==> src/rtl/ddr_cmd_arbiter_pkg.sv <==
// Shared controller definitions: command encodings used on the CMD port.
package ddr_cmd_arbiter_pkg;

  localparam logic [2:0] CMD_NOP       = 3'd0;
  localparam logic [2:0] CMD_READA     = 3'd1;
  localparam logic [2:0] CMD_WRITEA    = 3'd2;
  localparam logic [2:0] CMD_REFRESH   = 3'd3;
  localparam logic [2:0] CMD_PRECHARGE = 3'd4;
  localparam logic [2:0] CMD_LOAD_MODE = 3'd5;
  localparam logic [2:0] CMD_LOAD_REG1 = 3'd6;
  localparam logic [2:0] CMD_LOAD_REG2 = 3'd7;

  // Watchdog counter width; TIMEOUT is limited to what it can count.
  localparam int WDOG_W = 16;

endpackage

==> src/rtl/ddr_cmd_arbiter_if.sv <==
// Bundle of requester-side and controller-side signals around the arbiter.
// slave = arbiter side, master = the surrounding clients and controller.
interface ddr_cmd_arbiter_if #(
  parameter int NREQ  = 4,
  parameter int ASIZE = 22,
  parameter int IDW   = $clog2(NREQ)
);
  logic [NREQ-1:0]       req;
  logic [3*NREQ-1:0]     req_cmd;
  logic [ASIZE*NREQ-1:0] req_addr;
  logic [NREQ-1:0]       req_ack;
  logic [IDW-1:0]        gnt_id;
  logic                  busy;
  logic                  timeout_err;
  logic [2:0]            cmd;
  logic [ASIZE-1:0]      addr;
  logic                  cmdack;

  modport master (
    output req, req_cmd, req_addr, cmdack,
    input  req_ack, gnt_id, busy, timeout_err, cmd, addr
  );

  modport slave (
    input  req, req_cmd, req_addr, cmdack,
    output req_ack, gnt_id, busy, timeout_err, cmd, addr
  );
endinterface

==> src/rtl/ddr_cmd_arbiter_rr_pick.sv <==
// Combinational rotate-priority picker: first set bit of i_elig found when
// scanning i_ptr, i_ptr+1, ... modulo N.
module ddr_rr_pick #(
  parameter int N  = 4,
  parameter int IW = $clog2(N)
) (
  input  logic [N-1:0]  i_elig,
  input  logic [IW-1:0] i_ptr,
  output logic          o_valid,
  output logic [IW-1:0] o_idx
);
  // Scan from the farthest offset down so the nearest eligible index wins.
  always_comb begin
    logic [IW:0] w_pos;
    o_valid = 1'b0;
    o_idx   = '0;
    w_pos   = '0;
    for (int k = N - 1; k >= 0; k--) begin
      w_pos = {1'b0, i_ptr} + (IW+1)'(k);
      if (w_pos >= (IW+1)'(N)) begin
        w_pos = w_pos - (IW+1)'(N);
      end
      if (i_elig[w_pos[IW-1:0]]) begin
        o_valid = 1'b1;
        o_idx   = w_pos[IW-1:0];
      end
    end
  end
endmodule

==> src/rtl/ddr_cmd_arbiter.sv <==
// Round-robin arbiter sharing the controller command port between NREQ
// requesters. IDLE picks a winner, ISSUE holds the latched command until
// CMDACK or watchdog expiry, RELEASE inserts the mandatory NOP cycle.
module ddr_cmd_arbiter
  import ddr_cmd_arbiter_pkg::*;
#(
  parameter int NREQ    = 4,
  parameter int ASIZE   = 22,
  parameter int TIMEOUT = 255,
  parameter int IDW     = $clog2(NREQ)
) (
  input  logic               i_clk,
  input  logic               i_rst_n,
  ddr_cmd_arbiter_if.slave   io_bus
);
  typedef enum logic [1:0] {ST_IDLE, ST_ISSUE, ST_RELEASE} state_t;

  state_t              r_state, w_state_next;
  logic [2:0]          r_cmd, w_cmd_next;
  logic [ASIZE-1:0]    r_addr, w_addr_next;
  logic [IDW-1:0]      r_gnt_id, w_gnt_id_next;
  logic [IDW-1:0]      r_ptr, w_ptr_next;
  logic [NREQ-1:0]     r_req_ack, w_req_ack_next;
  logic                r_busy, w_busy_next;
  logic                r_terr, w_terr_next;
  logic [WDOG_W-1:0]   r_wdog, w_wdog_next;

  logic [NREQ-1:0]     w_elig;
  logic [2:0]          w_cmd_arr  [NREQ];
  logic [ASIZE-1:0]    w_addr_arr [NREQ];
  logic                w_pick_valid;
  logic [IDW-1:0]      w_pick_idx;

  // Unpack per-requester slices; a NOP command never counts as a request.
  generate
    for (genvar gi = 0; gi < NREQ; gi++) begin : g_slice
      assign w_cmd_arr[gi]  = io_bus.req_cmd[3*gi +: 3];
      assign w_addr_arr[gi] = io_bus.req_addr[ASIZE*gi +: ASIZE];
      assign w_elig[gi]     = io_bus.req[gi] && (w_cmd_arr[gi] != CMD_NOP);
    end
  endgenerate

  ddr_rr_pick #(.N(NREQ), .IW(IDW)) u_pick (
    .i_elig  (w_elig),
    .i_ptr   (r_ptr),
    .o_valid (w_pick_valid),
    .o_idx   (w_pick_idx)
  );

  // State and all outputs are registered; reset drops CMD to NOP at once.
  always_ff @(posedge i_clk or negedge i_rst_n) begin
    if (!i_rst_n) begin
      r_state   <= ST_IDLE;
      r_cmd     <= CMD_NOP;
      r_addr    <= '0;
      r_gnt_id  <= '0;
      r_ptr     <= '0;
      r_req_ack <= '0;
      r_busy    <= 1'b0;
      r_terr    <= 1'b0;
      r_wdog    <= '0;
    end else begin
      r_state   <= w_state_next;
      r_cmd     <= w_cmd_next;
      r_addr    <= w_addr_next;
      r_gnt_id  <= w_gnt_id_next;
      r_ptr     <= w_ptr_next;
      r_req_ack <= w_req_ack_next;
      r_busy    <= w_busy_next;
      r_terr    <= w_terr_next;
      r_wdog    <= w_wdog_next;
    end
  end

  // Next-state logic; CMDACK is checked before watchdog expiry so it wins.
  always_comb begin
    w_state_next   = r_state;
    w_cmd_next     = r_cmd;
    w_addr_next    = r_addr;
    w_gnt_id_next  = r_gnt_id;
    w_ptr_next     = r_ptr;
    w_req_ack_next = '0;
    w_terr_next    = 1'b0;
    w_wdog_next    = r_wdog;
    case (r_state)
      ST_IDLE: begin
        w_cmd_next = CMD_NOP;
        if (w_pick_valid) begin
          w_cmd_next    = w_cmd_arr[w_pick_idx];
          w_addr_next   = w_addr_arr[w_pick_idx];
          w_gnt_id_next = w_pick_idx;
          w_ptr_next    = (w_pick_idx == IDW'(NREQ-1)) ? '0 : w_pick_idx + IDW'(1);
          w_wdog_next   = '0;
          w_state_next  = ST_ISSUE;
        end
      end
      ST_ISSUE: begin
        if (io_bus.cmdack) begin
          w_cmd_next               = CMD_NOP;
          w_req_ack_next[r_gnt_id] = 1'b1;
          w_state_next             = ST_RELEASE;
        end else if (r_wdog == WDOG_W'(TIMEOUT-1)) begin
          w_cmd_next               = CMD_NOP;
          w_req_ack_next[r_gnt_id] = 1'b1;
          w_terr_next              = 1'b1;
          w_state_next             = ST_RELEASE;
        end else if (r_wdog != {WDOG_W{1'b1}}) begin
          w_wdog_next = r_wdog + WDOG_W'(1);
        end
      end
      ST_RELEASE: begin
        w_cmd_next   = CMD_NOP;
        w_state_next = ST_IDLE;
      end
      default: begin
        w_cmd_next   = CMD_NOP;
        w_state_next = ST_IDLE;
      end
    endcase
    w_busy_next = (w_state_next != ST_IDLE);
  end

  assign io_bus.cmd         = r_cmd;
  assign io_bus.addr        = r_addr;
  assign io_bus.gnt_id      = r_gnt_id;
  assign io_bus.req_ack     = r_req_ack;
  assign io_bus.busy        = r_busy;
  assign io_bus.timeout_err = r_terr;
endmodule

==> src/flat_wrapper.sv <==
// flat-port wrapper written by rule: the top's interface ports become plain ports
module ddr_cmd_arbiter_flat import ddr_cmd_arbiter_pkg::*;
#(
  parameter int NREQ    = 4,
  parameter int ASIZE   = 22,
  parameter int TIMEOUT = 255,
  parameter int IDW     = $clog2(NREQ)
)
  (i_clk, i_rst_n, io_bus_req, io_bus_req_cmd, io_bus_req_addr, io_bus_cmdack, io_bus_req_ack, io_bus_gnt_id, io_bus_busy, io_bus_timeout_err, io_bus_cmd, io_bus_addr);
  ddr_cmd_arbiter_if #(.NREQ(NREQ), .ASIZE(ASIZE), .IDW(IDW)) io_bus_i ();
  input  logic i_clk;
  input  logic i_rst_n;
  input wire logic [$bits(io_bus_i.req)-1:0] io_bus_req;
  input wire logic [$bits(io_bus_i.req_cmd)-1:0] io_bus_req_cmd;
  input wire logic [$bits(io_bus_i.req_addr)-1:0] io_bus_req_addr;
  input wire logic [$bits(io_bus_i.cmdack)-1:0] io_bus_cmdack;
  output wire logic [$bits(io_bus_i.req_ack)-1:0] io_bus_req_ack;
  output wire logic [$bits(io_bus_i.gnt_id)-1:0] io_bus_gnt_id;
  output wire logic [$bits(io_bus_i.busy)-1:0] io_bus_busy;
  output wire logic [$bits(io_bus_i.timeout_err)-1:0] io_bus_timeout_err;
  output wire logic [$bits(io_bus_i.cmd)-1:0] io_bus_cmd;
  output wire logic [$bits(io_bus_i.addr)-1:0] io_bus_addr;
  assign io_bus_i.req = io_bus_req;
  assign io_bus_i.req_cmd = io_bus_req_cmd;
  assign io_bus_i.req_addr = io_bus_req_addr;
  assign io_bus_i.cmdack = io_bus_cmdack;
  assign io_bus_req_ack = io_bus_i.req_ack;
  assign io_bus_gnt_id = io_bus_i.gnt_id;
  assign io_bus_busy = io_bus_i.busy;
  assign io_bus_timeout_err = io_bus_i.timeout_err;
  assign io_bus_cmd = io_bus_i.cmd;
  assign io_bus_addr = io_bus_i.addr;
  ddr_cmd_arbiter #(.NREQ(NREQ), .ASIZE(ASIZE), .TIMEOUT(TIMEOUT), .IDW(IDW)) u_core (.i_clk(i_clk), .i_rst_n(i_rst_n), .io_bus(io_bus_i));
endmodule
==> config.mk <==
export PLATFORM = sky130hd
export DESIGN_NAME = ddr_cmd_arbiter_flat
export DESIGN_NICKNAME = d
export VERILOG_FILES = /design/src/rtl/ddr_cmd_arbiter_pkg.sv /design/src/rtl/ddr_cmd_arbiter_if.sv /design/src/rtl/ddr_cmd_arbiter_rr_pick.sv /design/src/rtl/ddr_cmd_arbiter.sv /design/src/flat_wrapper.sv
export SDC_FILE = /design/constraint.sdc
export NUM_CORES = 1
export LEC_CHECK = 0
export CAP_MARGIN = 20
export CORE_MARGIN = 1
export CORE_UTILIZATION = 40
export CTS_CLUSTER_SIZE = 25
export DETAILED_ROUTE_END_ITERATION = 8
export GPL_TIMING_DRIVEN = 0
export HOLD_SLACK_MARGIN = 0.05
export PLACE_DENSITY = 0.78
export SLEW_MARGIN = 10
export SYNTH_ARGS = -nofsm -noshare
export SYNTH_HDL_FRONTEND = slang
export SYNTH_SLANG_ARGS = --single-unit
==> constraint.sdc <==
create_clock -name i_clk -period 3.2 [get_ports i_clk]
set_input_delay 0.48 -clock i_clk [delete_from_list [all_inputs] [get_ports i_clk]]
set_output_delay 0.48 -clock i_clk [all_outputs]
set_load 0.005 [all_outputs]
==> results.ini, run 1 <==
[run_status]
status = finished, final reports clean

[global_routing]
grt_max_degree = 36
grt_pass1_vias = 2864
grt_pass1_wl_um = 14400
grt_usage_pct = 23.9
antenna_found_initial = 0
gr-total-overflow = 0

[layout]
multi_input_area_sq_um = 1610
fin_cells = 547
seq_area_sq_um = 1330
fin_nets = 557
antenna_cells = 0
fin_util_pct = 64.1
fill_cells = 599
area_growth_pct = 52.7
final_layout_size_suffix_gt1_share_pct = 7.81

[detailed_routing]
wl_met2_um = 5150
drcViolationCount = 0
met1Wirelength_um = 4040
wl_per_cell_um = 18.3
drtIter0Drc = 236
wl_met3_um = 622
drt_wl_total_um = 10000
vias_per_cell = 5.68
drtPass1Iterations = 4
num_vias = 3105
highest_layer = met4
final_antenna_net_count = 0

[placement]
place.gp.congestion = 0.899
place_inst = 539
portBuffers = 139
dp_hpwl_um = 7780

[cts]
cts_tree = done
clkLatencyLatePin_ps = 310
cts_resized = 0
clk_pin_slew_ps = 110
root_buffer = clkbuf_8
hold_buffers = 0
clockBufferDepth = 2
cts_setup_buffers = 0
cts.sinks = 53
cts_htree_levels = 2
cts_buffers = 5

[timing]
worst-slew-pin-transition_ps = 532
grt_setup_unrepaired = false
final-hold-violation-count = 0
finalSetupViolations = 0
period_share_pct = 82.0
layout_min_cycle_time_ps = 2620
fmax_mhz = 381
fin_tns_setup_ps = 0
slew-limit-headroom_pct = 64.6
slew_violations = 0
whs_ps = 111
skew_ps = 12.4

[power]
vdd_drop_max_mv = 0.435
fin_total_pwr_mw = 3.05
powerDensity_nw_per_um2 = 650
power_leakage_nw = 2.06

[logic_synthesis]
synth_nets = 410
synth_edf_count = 0
synth_top_cell_area_share_pct = 43.1
syn-cell-area_sq_um = 3070
synth-seq-cells = 53
ys_types = 38
synthTopCellsByArea = dfrtp_1 43%, mux2i_1 17%, o221ai_1 7.4%
syn-instance-count = 300
ys_warn_count = 0
avgSynthCellArea_sq_um = 10.2
yosysTopAreaCell = dfrtp_1
ys_async_sr_fraction_pct = 100
synth-seq-area-share_pct = 43.1
synth_ff_type = dfrtp_1

[floorplanning]
die-height_um = 89.7
die_area_sq_um = 8040
rows = 31
die_w_um = 89.7
coreArea_sq_um = 7330
start_util_pct = 41.9
io_pins = 140

[worst_setup_path]
start_kind = primary input
worstSetupPathType = primary input to flip-flop
worstPathRequired_ps = 3440
arrival_ps = 2870
worstPathMaxFanout = 10
crit_path_end_kind = flip-flop

[job]
drv_cap = 0

[worst_hold_path]
hp-class = primary input to asynchronous set/reset pin

==> cells in the mapped netlist (all sizes together), types with 2 or more instances <==
cell and n:
nand4 3, or4 10, dfrtp 53, clkbuf 4, o311ai 4, a21oi 13
or2 5, buf 18, and3 5, and4 4, nand2 41, nor2 5
ha 3, nand3 10, o41ai 5, nand2b 2, nor3b 2, o31ai 9
o31a 4, o21ai 5, o221ai 26, inv 5, mux2i 52, nor3 2
==> placed cells by master (no fill, tap or decap), types with 2 or more instances in the layout <==
cell             count
clkdlybuf4s50_1    138
dfrtp_1             53
mux2i_1             52
nand2_1             41
o221ai_1            26
buf_2               15
a21oi_1             12
or4_1               10
nand3_1             10
o31ai_1              9
inv_1                5
nor2_1               5
and3_1               5
or2_2                5
o41ai_1              5
o21ai_0              5
clkbuf_8             5
o31a_1               4
o311ai_0             4
and4_1               4
clkbuf_1             4
nand4_1              3
ha_1                 3
clkinvlp_4           3
nor3b_1              2
nor3_1               2
nand2b_1             2
buf_6                2
==> routing by layer <==
metal | up-vias | global-route usage (%)
li1 | 1446 | -
met1 | 1514 | 31.4
met2 | 127 | 39.8
met3 | 18 | 3.84
met4 | 0 | 8.66
met5 | - | 0
==> logic make-up after synthesis <==
family                     Yosys count  synth area share, %
AOI/OAI and AO/OA                   69                 17.7
buffers and inverters               27                 4.48
and+or+nand+nor                     95                 16.2
DFF                                 53                 43.1
adders and majority gates            3                 1.22
muxes                               53                 17.3
==> layout make-up <==
class / instances / share of cell area, %
timing repair buffer: 140 / 29.9
sequential: 53 / 28.2
tap: 99 / 2.64
inverter: 5 / 0.400
multi-input combinational: 220 / 34.3
clock inverter: 3 / 0.480
clock buffer: 5 / 1.47
buffer: 22 / 2.53
==> state kept, by name, summed over array words and instances, names as in the netlist <==
name,count
u_core.io_bus.addr,22
u_core.r_wdog,16
u_core.io_bus.req_ack,4
u_core.io_bus.cmd,3
u_core.io_bus.gnt_id,2
u_core.r_ptr,2
u_core.r_state,2
u_core.io_bus.busy,1
u_core.io_bus.timeout_err,1
==> stage by stage <==
stage	setup WS, ps	cell area [sq um]
floorplan	913	3070
global placement	-16.9	4590
detailed placement	258	4600
CTS	569	4700
global route	453	4700
finish	575	4700
==> power breakdown <==
part           internal [mW]  leakage [nW]  switching (mW)  total [mW]
combinational          0.850          1.34           0.793        1.64
clock                  0.154        0.0364           0.236       0.390
sequential             0.881         0.686           0.137        1.02
total                   1.88          2.06            1.17        3.05
==> worst max-delay path: stages <==
cell	delay [ps]
clkdlybuf4s50_1	430
o31a_1	370
a211o_1	280
o221ai_1	70
buf_2	220
buf_2	310
inv_1	80
ha_1	190
or3_1	360
o21ai_0	80
==> worst paths after layout <==
check,startpoint,depth (start not counted),slack (ps),end
max reg2reg,u_core.r_wdog[0]$_DFFE_PN0P_,9,770,u_core.r_wdog[5]$_DFFE_PN0P_
min in group i_clk,u_core.r_state[1]$_DFF_PN0_,1,500,u_core.io_bus.busy$_DFF_PN0_
max,io_bus_req_cmd[11],10,580,u_core.r_ptr[0]$_DFFE_PN0P_
min reg2reg,u_core.r_state[1]$_DFF_PN0_,1,500,u_core.io_bus.busy$_DFF_PN0_
max in group asynchronous,i_rst_n,2,2530,u_core.io_bus.gnt_id[0]$_DFFE_PN0P_
min,i_rst_n,1,110,u_core.io_bus.timeout_err$_DFF_PN0_
Note: power is estimated with default switching activity, not from simulation.
==> inputs of run 2 (changes only) <==
--- a/config.mk
+++ b/config.mk
@@ -7,12 +7,12 @@
 export LEC_CHECK = 0
 export CAP_MARGIN = 20
 export CORE_MARGIN = 1
-export CORE_UTILIZATION = 40
+export CORE_UTILIZATION = 38
 export CTS_CLUSTER_SIZE = 25
 export DETAILED_ROUTE_END_ITERATION = 8
 export GPL_TIMING_DRIVEN = 0
 export HOLD_SLACK_MARGIN = 0.05
-export PLACE_DENSITY = 0.78
+export PLACE_DENSITY = 0.77
 export SLEW_MARGIN = 10
 export SYNTH_ARGS = -nofsm -noshare
 export SYNTH_HDL_FRONTEND = slang
==> constraint.sdc (replaced) <==
create_clock -name i_clk -period 2.29 [get_ports i_clk]
set_input_delay 0.3435 -clock i_clk [delete_from_list [all_inputs] [get_ports i_clk]]
set_output_delay 0.3435 -clock i_clk [all_outputs]
set_load 0.005 [all_outputs]
==> run 2 against run 1 <==
Compared with the run above: flip-flop and latch count unchanged; sequential share of layout area shrank 1.7 points; non-clock buffer count increased by 19; final area rose by 6.4%; hold slack improved by 360 ps; global-route usage down 1.5 points; register-to-register slack lost 750 ps; critical path depth decreased by 1; first-iteration DRC count decreased by 32%; critical path type is now flip-flop to flip-flop; highest routed layer unchanged.
==> results.ini, run 2 (same netlist as run 1, synthesis figures left out) <==
[layout]
final_common_cell = clkdlybuf4s50_1
area_growth_pct = 62.5
layout_common_cells = 132 x clkdlybuf4s50_1, 53 x dfrtp_1, 52 x mux2i_1
final_layout_size_suffix_gt1_share_pct = 14.6  ; +6.7 points
antenna_cells = 0  ; unchanged
fin_nets = 576  ; +3.4%
fill_cells = 638  ; +6.5%
largest_register_ffs = 22  ; unchanged

[cts]
cts.sinks = 53  ; unchanged
cts_buffers = 5  ; unchanged
clkLatencyLatePin_ps = 310  ; about the same
cts_tree = done
cts_htree_levels = 2  ; unchanged
root_buffer = clkbuf_8
clk_pin_slew_ps = 90  ; -20 ps
clockBufferDepth = 2  ; unchanged

[detailed_routing]
drcViolationCount = 0  ; unchanged
final_antenna_net_count = 0  ; unchanged
drtIter0Drc = 160  ; -32%
wl_per_cell_um = 16.9  ; -7.6%
drtPass1Iterations = 5  ; +1
vias_per_cell = 5.45  ; -4.0%
drt_wl_total_um = 9640  ; -3.9%
num_vias = 3102  ; -0.097%

[timing]
slew_violations = 0  ; unchanged
fmax_mhz = 440
worst-slew-pin-transition_ps = 631  ; +99.4 ps
whs_ps = 475  ; +363 ps
finalSetupViolations = 0  ; unchanged
period_share_pct = 99.2
skew_ps = 6.49  ; -5.95 ps
layout_min_cycle_time_ps = 2270
final-hold-violation-count = 0  ; unchanged
slew-limit-headroom_pct = 57.9  ; -6.6 points

[power]
p_sw_mw = 1.69  ; +45%
powerDensity_nw_per_um2 = 909  ; +40%
p_int_mw = 2.86  ; +51%
pwr-share-clk_pct = 11.6  ; -1.2 points
vdd_drop_max_mv = 0.482  ; +11%
power_leakage_nw = 2.26  ; +9.8%
swShare_pct = 37.1  ; -1.1 points
p_comb_share_pct = 56.8  ; +2.9 points
p_seq_share_pct = 31.6  ; -1.8 points
fin_total_pwr_mw = 4.54  ; +49%

[floorplanning]
io_pins = 140  ; unchanged
die_w_um = 91.9  ; +2.5%
coreArea_sq_um = 7770  ; +6.0%
start_util_pct = 39.6  ; -2.4 points
rows = 32  ; +3.2%
die_area_sq_um = 8450  ; +5.2%
die-height_um = 91.9  ; +2.5%

[placement]
dp_hpwl_um = 7240  ; -7.0%
portBuffers = 139  ; unchanged
place.gp.congestion = 0.874  ; -2.8%

[worst_setup_path]
worstSetupPathType = flip-flop to flip-flop
worstPathMaxFanout = 5  ; -5
start_kind = flip-flop
rrSetupSlack_ps = 20  ; -750 ps
crit_path_end_kind = flip-flop
arrival_ps = 2510  ; -360 ps
worstPathRequired_ps = 2520  ; -920 ps

[global_routing]
gr-total-overflow = 0  ; unchanged
grt_usage_pct = 22.4  ; -1.5 points
antenna_found_initial = 0  ; unchanged
grt_max_degree = 35  ; -2.8%
grt_pass1_wl_um = 15100  ; +4.2%
grt_pass1_vias = 2986  ; +4.3%

[worst_hold_path]
hp-class = primary input to flip-flop

[run_status]
status = finished, final reports clean

[job]
drv_cap = 0  ; unchanged

[run 2: changes by cell type in the layout (fill, tap and decap cells not counted), sizes merged]
| cell | previous run | this run |
|---|---|---|
| buf | 20 | 35 |
| clkbuf | 9 | 14 |
| clkdlybuf4s50 | 138 | 132 |
| clkinvlp | 3 | 1 |
| dlygate4sd3 | 0 | 1 |
| dlymetal6s2s | 0 | 6 |
[run 2: layer usage]
metal | vias to the layer above | GRT usage (%) | wire (um)
li1 | 1484 | - | -
met1 | 1486 | 28.8 | 3960
met2 | 121 | 39.5 | 5020
met3 | 11 | 4.31 | 583
met4 | 0 | 3.91 | 70
met5 | - | 0 | 0
[run 2: path summary, 6_finish.rpt]
kind                                                      end  cells past startpoint                                from
max                              u_core.r_wdog[6]$_DFFE_PN0P_                      9        u_core.r_wdog[1]$_DFFE_PN0P_
min                          u_core.io_bus.cmd[0]$_DFFE_PN0P_                      3                   io_bus_req_cmd[9]
max reg2reg                      u_core.r_wdog[6]$_DFFE_PN0P_                      9        u_core.r_wdog[1]$_DFFE_PN0P_
min reg2reg                u_core.io_bus.addr[10]$_DFFE_PN0P_                      2  u_core.io_bus.addr[10]$_DFFE_PN0P_
max in group asynchronous       u_core.r_wdog[12]$_DFFE_PN0P_                      3                             i_rst_n
min in group asynchronous         u_core.r_state[1]$_DFF_PN0_                      2                             i_rst_n
[run 2: critical path, cell delays in order, from the launching register on]
cell	delay [ps]
dfrtp_1	420
buf_4	150
ha_1	180
nor4b_1	140
nand4_1	230
a21oi_4	130
buf_6	150
buf_4	140
or4_1	500
a21oi_1	150
[run 2: layout make-up]
type	count	area (sq um)	area share, %
Timing Repair Buffer	160	1580	31.6
Tap cell	102	128	2.55
Buffer	21	173	3.46
Sequential cell	53	1330	26.5
Clock buffer	7	76.3	1.53
Multi-Input combinational cell	220	1690	33.8
Inverter	5	18.8	0.376
Clock inverter	1	7.51	0.150
[run 2: what timing repair did]
| item | in CTS | in global routing |
|---|---|---|
| pin swaps | 3 | 11 |
| buffers inserted | 5 | 14 |
| gates resized for setup | 7 | 45 |
| setup endpoints to repair | 27 | 43 |
| endpoints found under the hold margin | 19 | 0 |
| hold buffers | 1 | 0 |
[run 2: metrics by stage]
stage / TNS (ps) / cell area, sq um / setup WS, ps / utilization, % / instances
floorplan: 0 / 3070 / 140 / - / 300
global placement: -54770 / 4590 / -801 / 59.1 / 541
detailed placement: -15170 / 4610 / -529 / 59.3 / 542
CTS: 0 / 4760 / 5.95 / 61.2 / 555
global route: -278 / 5000 / -52.1 / 64.3 / 569
finish: 0 / 5000 / 18.6 / 64.3 / 569
[run 2: power by group through the flow]
stage,combinational [mW],sequential (mW),clock [mW]
after floorplan,1.22,1.43,0
after global placement,2.24,1.44,0
after detailed placement,2.29,1.44,0
after CTS,2.37,1.43,0.534
after global routing,2.79,1.47,0.573
final,2.58,1.43,0.527
